File: src/rtl/axi_pkg.sv
// Shared AXI4 definitions for the burst master: burst and response
// encodings, the master FSM state type and the 4 KB page size.
package axi_pkg;

   localparam logic [1:0] BURST_FIXED = 2'b00;
   localparam logic [1:0] BURST_INCR  = 2'b01;
   localparam logic [1:0] BURST_WRAP  = 2'b10;

   localparam logic [1:0] RESP_OKAY   = 2'b00;
   localparam logic [1:0] RESP_EXOKAY = 2'b01;
   localparam logic [1:0] RESP_SLVERR = 2'b10;
   localparam logic [1:0] RESP_DECERR = 2'b11;

   localparam logic [12:0] PAGE_BYTES = 13'h1000;

   typedef enum logic [2:0] {
      S_IDLE,
      S_AW,
      S_W,
      S_B,
      S_AR,
      S_R,
      S_DONE
   } state_e;

endpackage

File: src/rtl/axi_cmd_check.sv
// Combinational legality check for a single-burst command.
// Ports:
//   addr    in  12  page offset of the start address (addr[11:0])
//   len     in  8   AXI len (beats - 1)
//   size    in  3   AXI size (log2 bytes per beat)
//   burst   in  2   AXI burst type
//   illegal out 1   command must not reach the bus
module axi_cmd_check
   import axi_pkg::*;
#(
   parameter int MAX_SIZE = 3
) (
   input  logic [11:0] addr,
   input  logic [7:0]  len,
   input  logic [2:0]  size,
   input  logic [1:0]  burst,
   output logic        illegal
);

   logic [16:0] burst_bytes;
   logic [16:0] end_offs;
   logic [11:0] size_mask;
   logic        wrap_len_ok;

   // 17 bits hold (256 << 7) + 0xFFF, so the page-cross test never wraps.
   assign burst_bytes = (17'(len) + 17'd1) << size;
   assign end_offs    = 17'(addr) + burst_bytes;
   assign size_mask   = (12'd1 << size) - 12'd1;
   assign wrap_len_ok = (len == 8'd1) || (len == 8'd3) || (len == 8'd7) || (len == 8'd15);

   always_comb begin
      illegal = 1'b0;
      if (32'(size) > MAX_SIZE)
         illegal = 1'b1;
      if (burst == 2'b11)
         illegal = 1'b1;
      if (burst == BURST_WRAP && (!wrap_len_ok || (addr & size_mask) != 12'd0))
         illegal = 1'b1;
      if (burst == BURST_INCR && end_offs > 17'(PAGE_BYTES))
         illegal = 1'b1;
      if (burst == BURST_FIXED && len > 8'd15)
         illegal = 1'b1;
   end

endmodule

File: src/rtl/axi_burst_master.sv
// AXI4 initiator: one command -> one AW/W/B or AR/R burst, one in flight,
// result reported on the done port.
// Ports:
//   cmd_*   command handshake and burst fields from the local client
//   wr_*    write-beat stream (passed through to the W channel)
//   rd_*    read-beat stream (passed through from the R channel)
//   done_*  completion: direction, worst response, protocol-error flag
//   m_*     master-side AXI4 channels AW, W, B, AR, R
module axi_burst_master
   import axi_pkg::*;
#(
   parameter int ADDR_W   = 32,
   parameter int DATA_W   = 64,
   parameter int MAX_SIZE = 3
) (
   input  logic                clk,
   input  logic                rst_n,
   input  logic                cmd_valid,
   output logic                cmd_ready,
   input  logic                cmd_write,
   input  logic [ADDR_W-1:0]   cmd_addr,
   input  logic [7:0]          cmd_len,
   input  logic [2:0]          cmd_size,
   input  logic [1:0]          cmd_burst,
   input  logic                wr_valid,
   output logic                wr_ready,
   input  logic [DATA_W-1:0]   wr_data,
   input  logic [DATA_W/8-1:0] wr_strb,
   output logic                rd_valid,
   input  logic                rd_ready,
   output logic [DATA_W-1:0]   rd_data,
   output logic                rd_last,
   output logic                done_valid,
   input  logic                done_ready,
   output logic                done_write,
   output logic [1:0]          done_resp,
   output logic                done_err,
   output logic                m_awvalid,
   input  logic                m_awready,
   output logic [ADDR_W-1:0]   m_awaddr,
   output logic [7:0]          m_awlen,
   output logic [2:0]          m_awsize,
   output logic [1:0]          m_awburst,
   output logic                m_wvalid,
   input  logic                m_wready,
   output logic [DATA_W-1:0]   m_wdata,
   output logic [DATA_W/8-1:0] m_wstrb,
   output logic                m_wlast,
   input  logic                m_bvalid,
   output logic                m_bready,
   input  logic [1:0]          m_bresp,
   output logic                m_arvalid,
   input  logic                m_arready,
   output logic [ADDR_W-1:0]   m_araddr,
   output logic [7:0]          m_arlen,
   output logic [2:0]          m_arsize,
   output logic [1:0]          m_arburst,
   input  logic                m_rvalid,
   output logic                m_rready,
   input  logic [DATA_W-1:0]   m_rdata,
   input  logic [1:0]          m_rresp,
   input  logic                m_rlast
);

   state_e              state_q, state_d;
   logic                write_q;
   logic [ADDR_W-1:0]   addr_q;
   logic [7:0]          len_q;
   logic [2:0]          size_q;
   logic [1:0]          burst_q;
   logic [7:0]          beat_cnt;
   logic [1:0]          resp_q;
   logic                err_q;
   logic                illegal;

   axi_cmd_check #(.MAX_SIZE(MAX_SIZE)) u_cmd_check (
      .addr    (cmd_addr[11:0]),
      .len     (cmd_len),
      .size    (cmd_size),
      .burst   (cmd_burst),
      .illegal (illegal)
   );

   // Address channels carry the latched command; data channels are pass-through.
   assign m_awaddr   = addr_q;
   assign m_awlen    = len_q;
   assign m_awsize   = size_q;
   assign m_awburst  = burst_q;
   assign m_araddr   = addr_q;
   assign m_arlen    = len_q;
   assign m_arsize   = size_q;
   assign m_arburst  = burst_q;
   assign m_wdata    = wr_data;
   assign m_wstrb    = wr_strb;
   assign m_wlast    = (beat_cnt == len_q);
   assign rd_data    = m_rdata;
   assign rd_last    = m_rlast;
   assign done_write = write_q;
   assign done_resp  = resp_q;
   assign done_err   = err_q;

   always_ff @(posedge clk or negedge rst_n) begin
      if (!rst_n) state_q <= S_IDLE;
      else        state_q <= state_d;
   end

   always_comb begin
      state_d    = state_q;
      cmd_ready  = 1'b0;
      m_awvalid  = 1'b0;
      m_arvalid  = 1'b0;
      m_wvalid   = 1'b0;
      wr_ready   = 1'b0;
      m_bready   = 1'b0;
      rd_valid   = 1'b0;
      m_rready   = 1'b0;
      done_valid = 1'b0;
      case (state_q)
         S_IDLE: begin
            cmd_ready = 1'b1;
            if (cmd_valid)
               state_d = illegal ? S_DONE : (cmd_write ? S_AW : S_AR);
         end
         S_AW: begin
            m_awvalid = 1'b1;
            if (m_awready) state_d = S_W;
         end
         S_W: begin
            m_wvalid = wr_valid;
            wr_ready = m_wready;
            if (wr_valid && m_wready && m_wlast) state_d = S_B;
         end
         S_B: begin
            m_bready = 1'b1;
            if (m_bvalid) state_d = S_DONE;
         end
         S_AR: begin
            m_arvalid = 1'b1;
            if (m_arready) state_d = S_R;
         end
         S_R: begin
            rd_valid = m_rvalid;
            m_rready = rd_ready;
            if (m_rvalid && rd_ready && m_rlast) state_d = S_DONE;
         end
         S_DONE: begin
            done_valid = 1'b1;
            if (done_ready) state_d = S_IDLE;
         end
         default: state_d = S_IDLE;
      endcase
   end

   always_ff @(posedge clk or negedge rst_n) begin
      if (!rst_n) begin
         write_q  <= 1'b0;
         addr_q   <= '0;
         len_q    <= '0;
         size_q   <= '0;
         burst_q  <= '0;
         beat_cnt <= '0;
         resp_q   <= RESP_OKAY;
         err_q    <= 1'b0;
      end else begin
         case (state_q)
            S_IDLE: if (cmd_valid) begin
               write_q  <= cmd_write;
               addr_q   <= cmd_addr;
               len_q    <= cmd_len;
               size_q   <= cmd_size;
               burst_q  <= cmd_burst;
               beat_cnt <= '0;
               resp_q   <= illegal ? RESP_SLVERR : RESP_OKAY;
               err_q    <= illegal;
            end
            S_W: if (wr_valid && m_wready) beat_cnt <= beat_cnt + 8'd1;
            S_B: if (m_bvalid) resp_q <= m_bresp;
            S_R: if (m_rvalid && rd_ready) begin
               beat_cnt <= beat_cnt + 8'd1;
               // Numeric max ranks EXOKAY below SLVERR/DECERR.
               if (m_rresp > resp_q) resp_q <= m_rresp;
               // Early rlast, or the expected final beat arriving without rlast
               // (overrun); the flag is sticky for any further beats.
               if (m_rlast ? (beat_cnt != len_q) : (beat_cnt == len_q))
                  err_q <= 1'b1;
            end
            default: ;
         endcase
      end
   end

endmodule

File: config.mk
export PLATFORM = sky130hd
export DESIGN_NAME = axi_burst_master
export DESIGN_NICKNAME = d
export VERILOG_FILES = /design/src/rtl/axi_pkg.sv /design/src/rtl/axi_cmd_check.sv /design/src/rtl/axi_burst_master.sv
export SDC_FILE = /design/constraint.sdc
export NUM_CORES = 1
export LEC_CHECK = 0
export CORE_AREA = 4 4 167 169
export CTS_BUF_LIST = sky130_fd_sc_hd__clkbuf_4 sky130_fd_sc_hd__clkbuf_8
export DETAILED_ROUTE_END_ITERATION = 16
export DIE_AREA = 0 0 171 173
export PLACE_DENSITY = 0.55
export SLEW_MARGIN = 20
export SYNTH_ARGS = -nofsm -noshare
export SYNTH_HDL_FRONTEND = slang
export SYNTH_HIERARCHICAL = 1
export SYNTH_SLANG_ARGS = --single-unit
File: constraint.sdc
create_clock -name clk -period 3.2 [get_ports clk]
set_clock_uncertainty 0.15 [all_clocks]
set_input_delay 0.48 -clock clk [delete_from_list [all_inputs] [get_ports clk]]
set_output_delay 0.48 -clock clk [all_outputs]
set_load 0.1 [all_outputs]
==> results summary <==
The placed wire-length estimate after detailed placement is 14500 um. The highest fanout seen on the critical path came out at 5. In the global route stage, overall resource usage came out at 12.0%.

The depth of the worst hold-timing path is 3. Clock tree synthesis inserted a total of 9 buffers. The post-layout worst setup margin is -0.731 ns. STA classifies the critical path endpoint as a flip-flop. The placement row count is 60. The die height came out at 173 um.

The initial antenna violation count is 0. After synthesis, the share of flip-flops with an asynchronous set or reset is 100%. The post-synthesis cell area came out at 5710 sq um. For this run, the leading register cell type out of synthesis is sky130_fd_sc_hd__dfrtp_1. At the pin with the least slew margin, the transition time is 0.520 ns. The root cell of the clock tree is sky130_fd_sc_hd__clkbuf_8. For this design the static power due to leakage is 3.21 nW. The pin count of the biggest net entering global routing is 61. The first global-routing pass estimated 27600 um of wire. The final instance area came out at 7260 sq um. The final setup violation count came out at 5. Input and output buffers added on the ports amount to 166.

The class of the tightest hold or removal check is in -> reg. The latest clock arrival within the worst-skew pair came out at 0.35 ns. STA classifies the critical path startpoint as an input port.

The maximum resistive drop on vdd came out at 1.13 mV. The classification of the worst setup path is in -> reg. The via count of the first global-routing pass came to 4708.

For this block, the initial DRC count from the detailed router was 168. Across all layers, the routed design uses 4635 vias. The average vias per placed instance is 4.38. The number of optimization iterations in the first detailed-route pass came out at 4. The post-route setup TNS came out at -3.38 ns. The flow ran to the end, but the final reports show violations. The fmax is 254 MHz.

Setup repair after global routing could not meet its margin everywhere. The most critical setup path has its endpoint at state_q[1]$_DFFE_PN0P_. After detailed routing, the average wire length per cell comes to 17.3 um. The sequential cell area is 1500 sq um. The number of nets in the layout is 931. The most critical setup path has its startpoint at cmd_len[1]. The share of cells above drive strength 1 is 42.5%.

The part of the Yosys area used for sequential elements is 26.3%. The post-detailed-route count of antenna-violating nets came out at 0. Timing analysis after detailed placement gives a worst setup slack of -1.85 ns. For flop-to-flop paths, the worst setup slack is 0.92 ns. After clock tree synthesis, the clock-pin slew on the worst setup and hold paths is 0.08 ns.

The number of synthesized register bits is 60. The multi-input gate area in the final layout came out at 2840 sq um. The number of top-level pins is 439. The floorplan step defined a core boundary enclosing 26600 sq um. Of all cell types, the one taking the most synthesized area is sky130_fd_sc_hd__dfrtp_1. The initial core utilization came out at 21.5%. The ratio of total power to cell area came out at 1230 nW/um^2.

The number of placed instances, taps included, is 1032. The endpoint of the worst register-to-register path is m_arlen[7]$_DFFE_PN0P_. The logic depth of the worst register-to-register path is 5. The data arrival time at the worst-slack endpoint came out at 4.03 ns.

The startpoint identified for the worst register-to-register timing path is state_q[0]$_DFFE_PN0P_. The checks that failed: negative setup slack. The final number of hold-violating endpoints came out at 0. The floorplan step defined a die boundary enclosing 29600 sq um. The synthesized design contains 0 enable-type register cells. The floorplan step set the die width to 171 um. The remaining max-slew budget at the tightest pin is 65.3%. By area the synthesized netlist is led by sky130_fd_sc_hd__dfrtp_1, sky130_fd_sc_hd__buf_4, sky130_fd_sc_hd__mux2_1, sky130_fd_sc_hd__mux2_2, sky130_fd_sc_hd__ha_1. The final critical path takes up 123% of the cycle. The deepest clock path buffer count came out at 2. The instance area after placement came out at 6780 sq um. The synthesized netlist cell count is 641.

The count of inserted antenna diode cells came out at 0. The H-tree was split into 3 levels. The remaining global-route overflow is 0. The net count after synthesis came out at 859.

The top-area cell type share of the netlist area is 26.3%. Wires add up to 18300 um. The count of final max-slew check failures was 0. The area growth from synthesis to final layout is 27.1%. The mean area per synthesized cell is 8.91 sq um. The number of max-cap violations is 0. The remaining design rule violation count is 0. The number of filler instances in the final layout is 2876. The count of cell types in the netlist came out at 81. The required time at the endpoint of the critical path is 3.29 ns. The total power after layout came out at 8.97 mW.

For this run, the number of Yosys warnings is 6. The count of placed standard cells in the final layout, fillers left out came out at 1059. The final critical-path required period is 3.93 ns. The routability-driven placement congestion ratio is 0.809. The number of clock sinks seen by CTS is 60. TritonCTS built the clock tree.
-- how the worst min path moves through the flow --
stage,start,endpoint,slack (ns)
3_5_place_dp,done_write$_DFFE_PN0P_,done_write$_DFFE_PN0P_,0.36
6_report,cmd_len[0],m_arlen[0]$_DFFE_PN0P_,0.32
5_1_grt,cmd_len[0],m_arlen[0]$_DFFE_PN0P_,0.30
2_1_floorplan,rst_n,beat_cnt[0]$_DFFE_PN0P_,0.03
4_1_cts,cmd_len[0],m_arlen[0]$_DFFE_PN0P_,0.29
3_3_place_gp,m_araddr[25]$_DFFE_PN0P_,m_araddr[25]$_DFFE_PN0P_,0.35
-- worst max-delay path, cell delays in order --
cell	delay, ns
sky130_fd_sc_hd__buf_8	0.09
sky130_fd_sc_hd__ha_4	0.15
sky130_fd_sc_hd__nand4_1	0.17
sky130_fd_sc_hd__a221oi_4	0.38
sky130_fd_sc_hd__nand3_2	0.12
sky130_fd_sc_hd__a21oi_2	0.19
sky130_fd_sc_hd__mux2i_1	0.10
sky130_fd_sc_hd__ha_1	0.34
sky130_fd_sc_hd__o21ai_2	0.09
sky130_fd_sc_hd__and2_4	0.14
sky130_fd_sc_hd__or4_4	0.49
sky130_fd_sc_hd__and4_1	0.16
sky130_fd_sc_hd__a2111o_1	0.32
sky130_fd_sc_hd__nor3_4	0.24
sky130_fd_sc_hd__o31ai_4	0.11
sky130_fd_sc_hd__inv_4	0.10
sky130_fd_sc_hd__buf_4	0.10
sky130_fd_sc_hd__o21ai_1	0.05
sky130_fd_sc_hd__a21o_1	0.18
-- flip-flops by register name (all words and copies together) (netlist names) --
register / count
m_araddr: 32
beat_cnt: 8
m_arlen: 8
m_arsize: 3
state_q: 3
done_resp: 2
m_arburst: 2
done_err: 1
done_write: 1
-- what timing repair did --
action / in CTS / in global routing
setup buffers: 9 / 3
cloned: 0 / 0
endpoints found under the hold margin: 58 / 0
hold buffers: 1 / 0
gates resized for setup: 59 / 18
pin swaps: 25 / 15
endpoints found under the setup margin: 5 / 5
-- cells in the final DEF, fill, tap and decap left out, drive strengths merged, types with 6 or more instances in the layout --
cell,count
nor3,9
nand3,10
dfrtp,60
o31ai,6
ha,19
clkdlybuf4s50,49
a21oi,31
o21ai,35
mux2i,10
xnor2,13
nor2,33
nand2,33
inv,22
and2,8
mux2,51
buf,209
clkbuf,10
nand4,9
-- where the power goes --
group	leakage (nW)	internal [mW]	switching, mW	total (mW)
combinational	2.36	1.43	5.19	6.63
clock	0.102	0.442	0.361	0.803
sequential	0.748	1.09	0.443	1.54
-- layout make-up --
cell class                 instances  area share [%]
clock buffer                       9            1.71
clock inverter                     7            1.38
inverter                          22            1.17
multi-input combinational        354            39.1
sequential                        60            20.7
tap                              341            5.88
timing repair buffer             266            30.0
-- per-layer routing --
metal	global-route usage, %	up-vias	share of wire, %
li1	-	2199	-
met1	14.6	2220	41
met2	19.6	158	49
met3	3.25	56	6.7
met4	5.48	2	3.5
met5	1.00	-	0.20
-- metrics by stage --
stage	utilization, %	hold slack [ns]
floorplan	-	0.0344
global placement	25.5	0.350
detailed placement	25.5	0.358
CTS	27.0	0.294
global route	27.3	0.305
finish	27.3	0.320
-- cell families (layout without fill, tap and decap cells) --
logic type / count (synthesis) / in the layout / synth area share, %
buffers and inverters: 227 / 304 / 27.7
adder cells (fa/ha/maj): 20 / 20 / 4.51
AND/OR/NAND/NOR: 135 / 135 / 12.4
XOR/XNOR: 17 / 17 / 2.61
multiplexers: 61 / 61 / 11.8
AO/OA/AOI/OAI: 121 / 121 / 14.7
flip-flops: 60 / 60 / 26.3
-- synthesized netlist by cell type (8+ instances only) --
cell,number
sky130_fd_sc_hd__inv_1,20
sky130_fd_sc_hd__mux2_2,25
sky130_fd_sc_hd__a21oi_1,29
sky130_fd_sc_hd__buf_4,184
sky130_fd_sc_hd__nand4_1,9
sky130_fd_sc_hd__mux2_1,26
sky130_fd_sc_hd__clkbuf_1,9
sky130_fd_sc_hd__xnor2_1,13
sky130_fd_sc_hd__o21ai_0,27
sky130_fd_sc_hd__ha_1,19
sky130_fd_sc_hd__dfrtp_1,60
sky130_fd_sc_hd__nor3_1,8
sky130_fd_sc_hd__mux2i_1,10
sky130_fd_sc_hd__nand2_1,33
sky130_fd_sc_hd__nor2_1,32
sky130_fd_sc_hd__nand3_1,9
(Power assumes the default switching activity.)
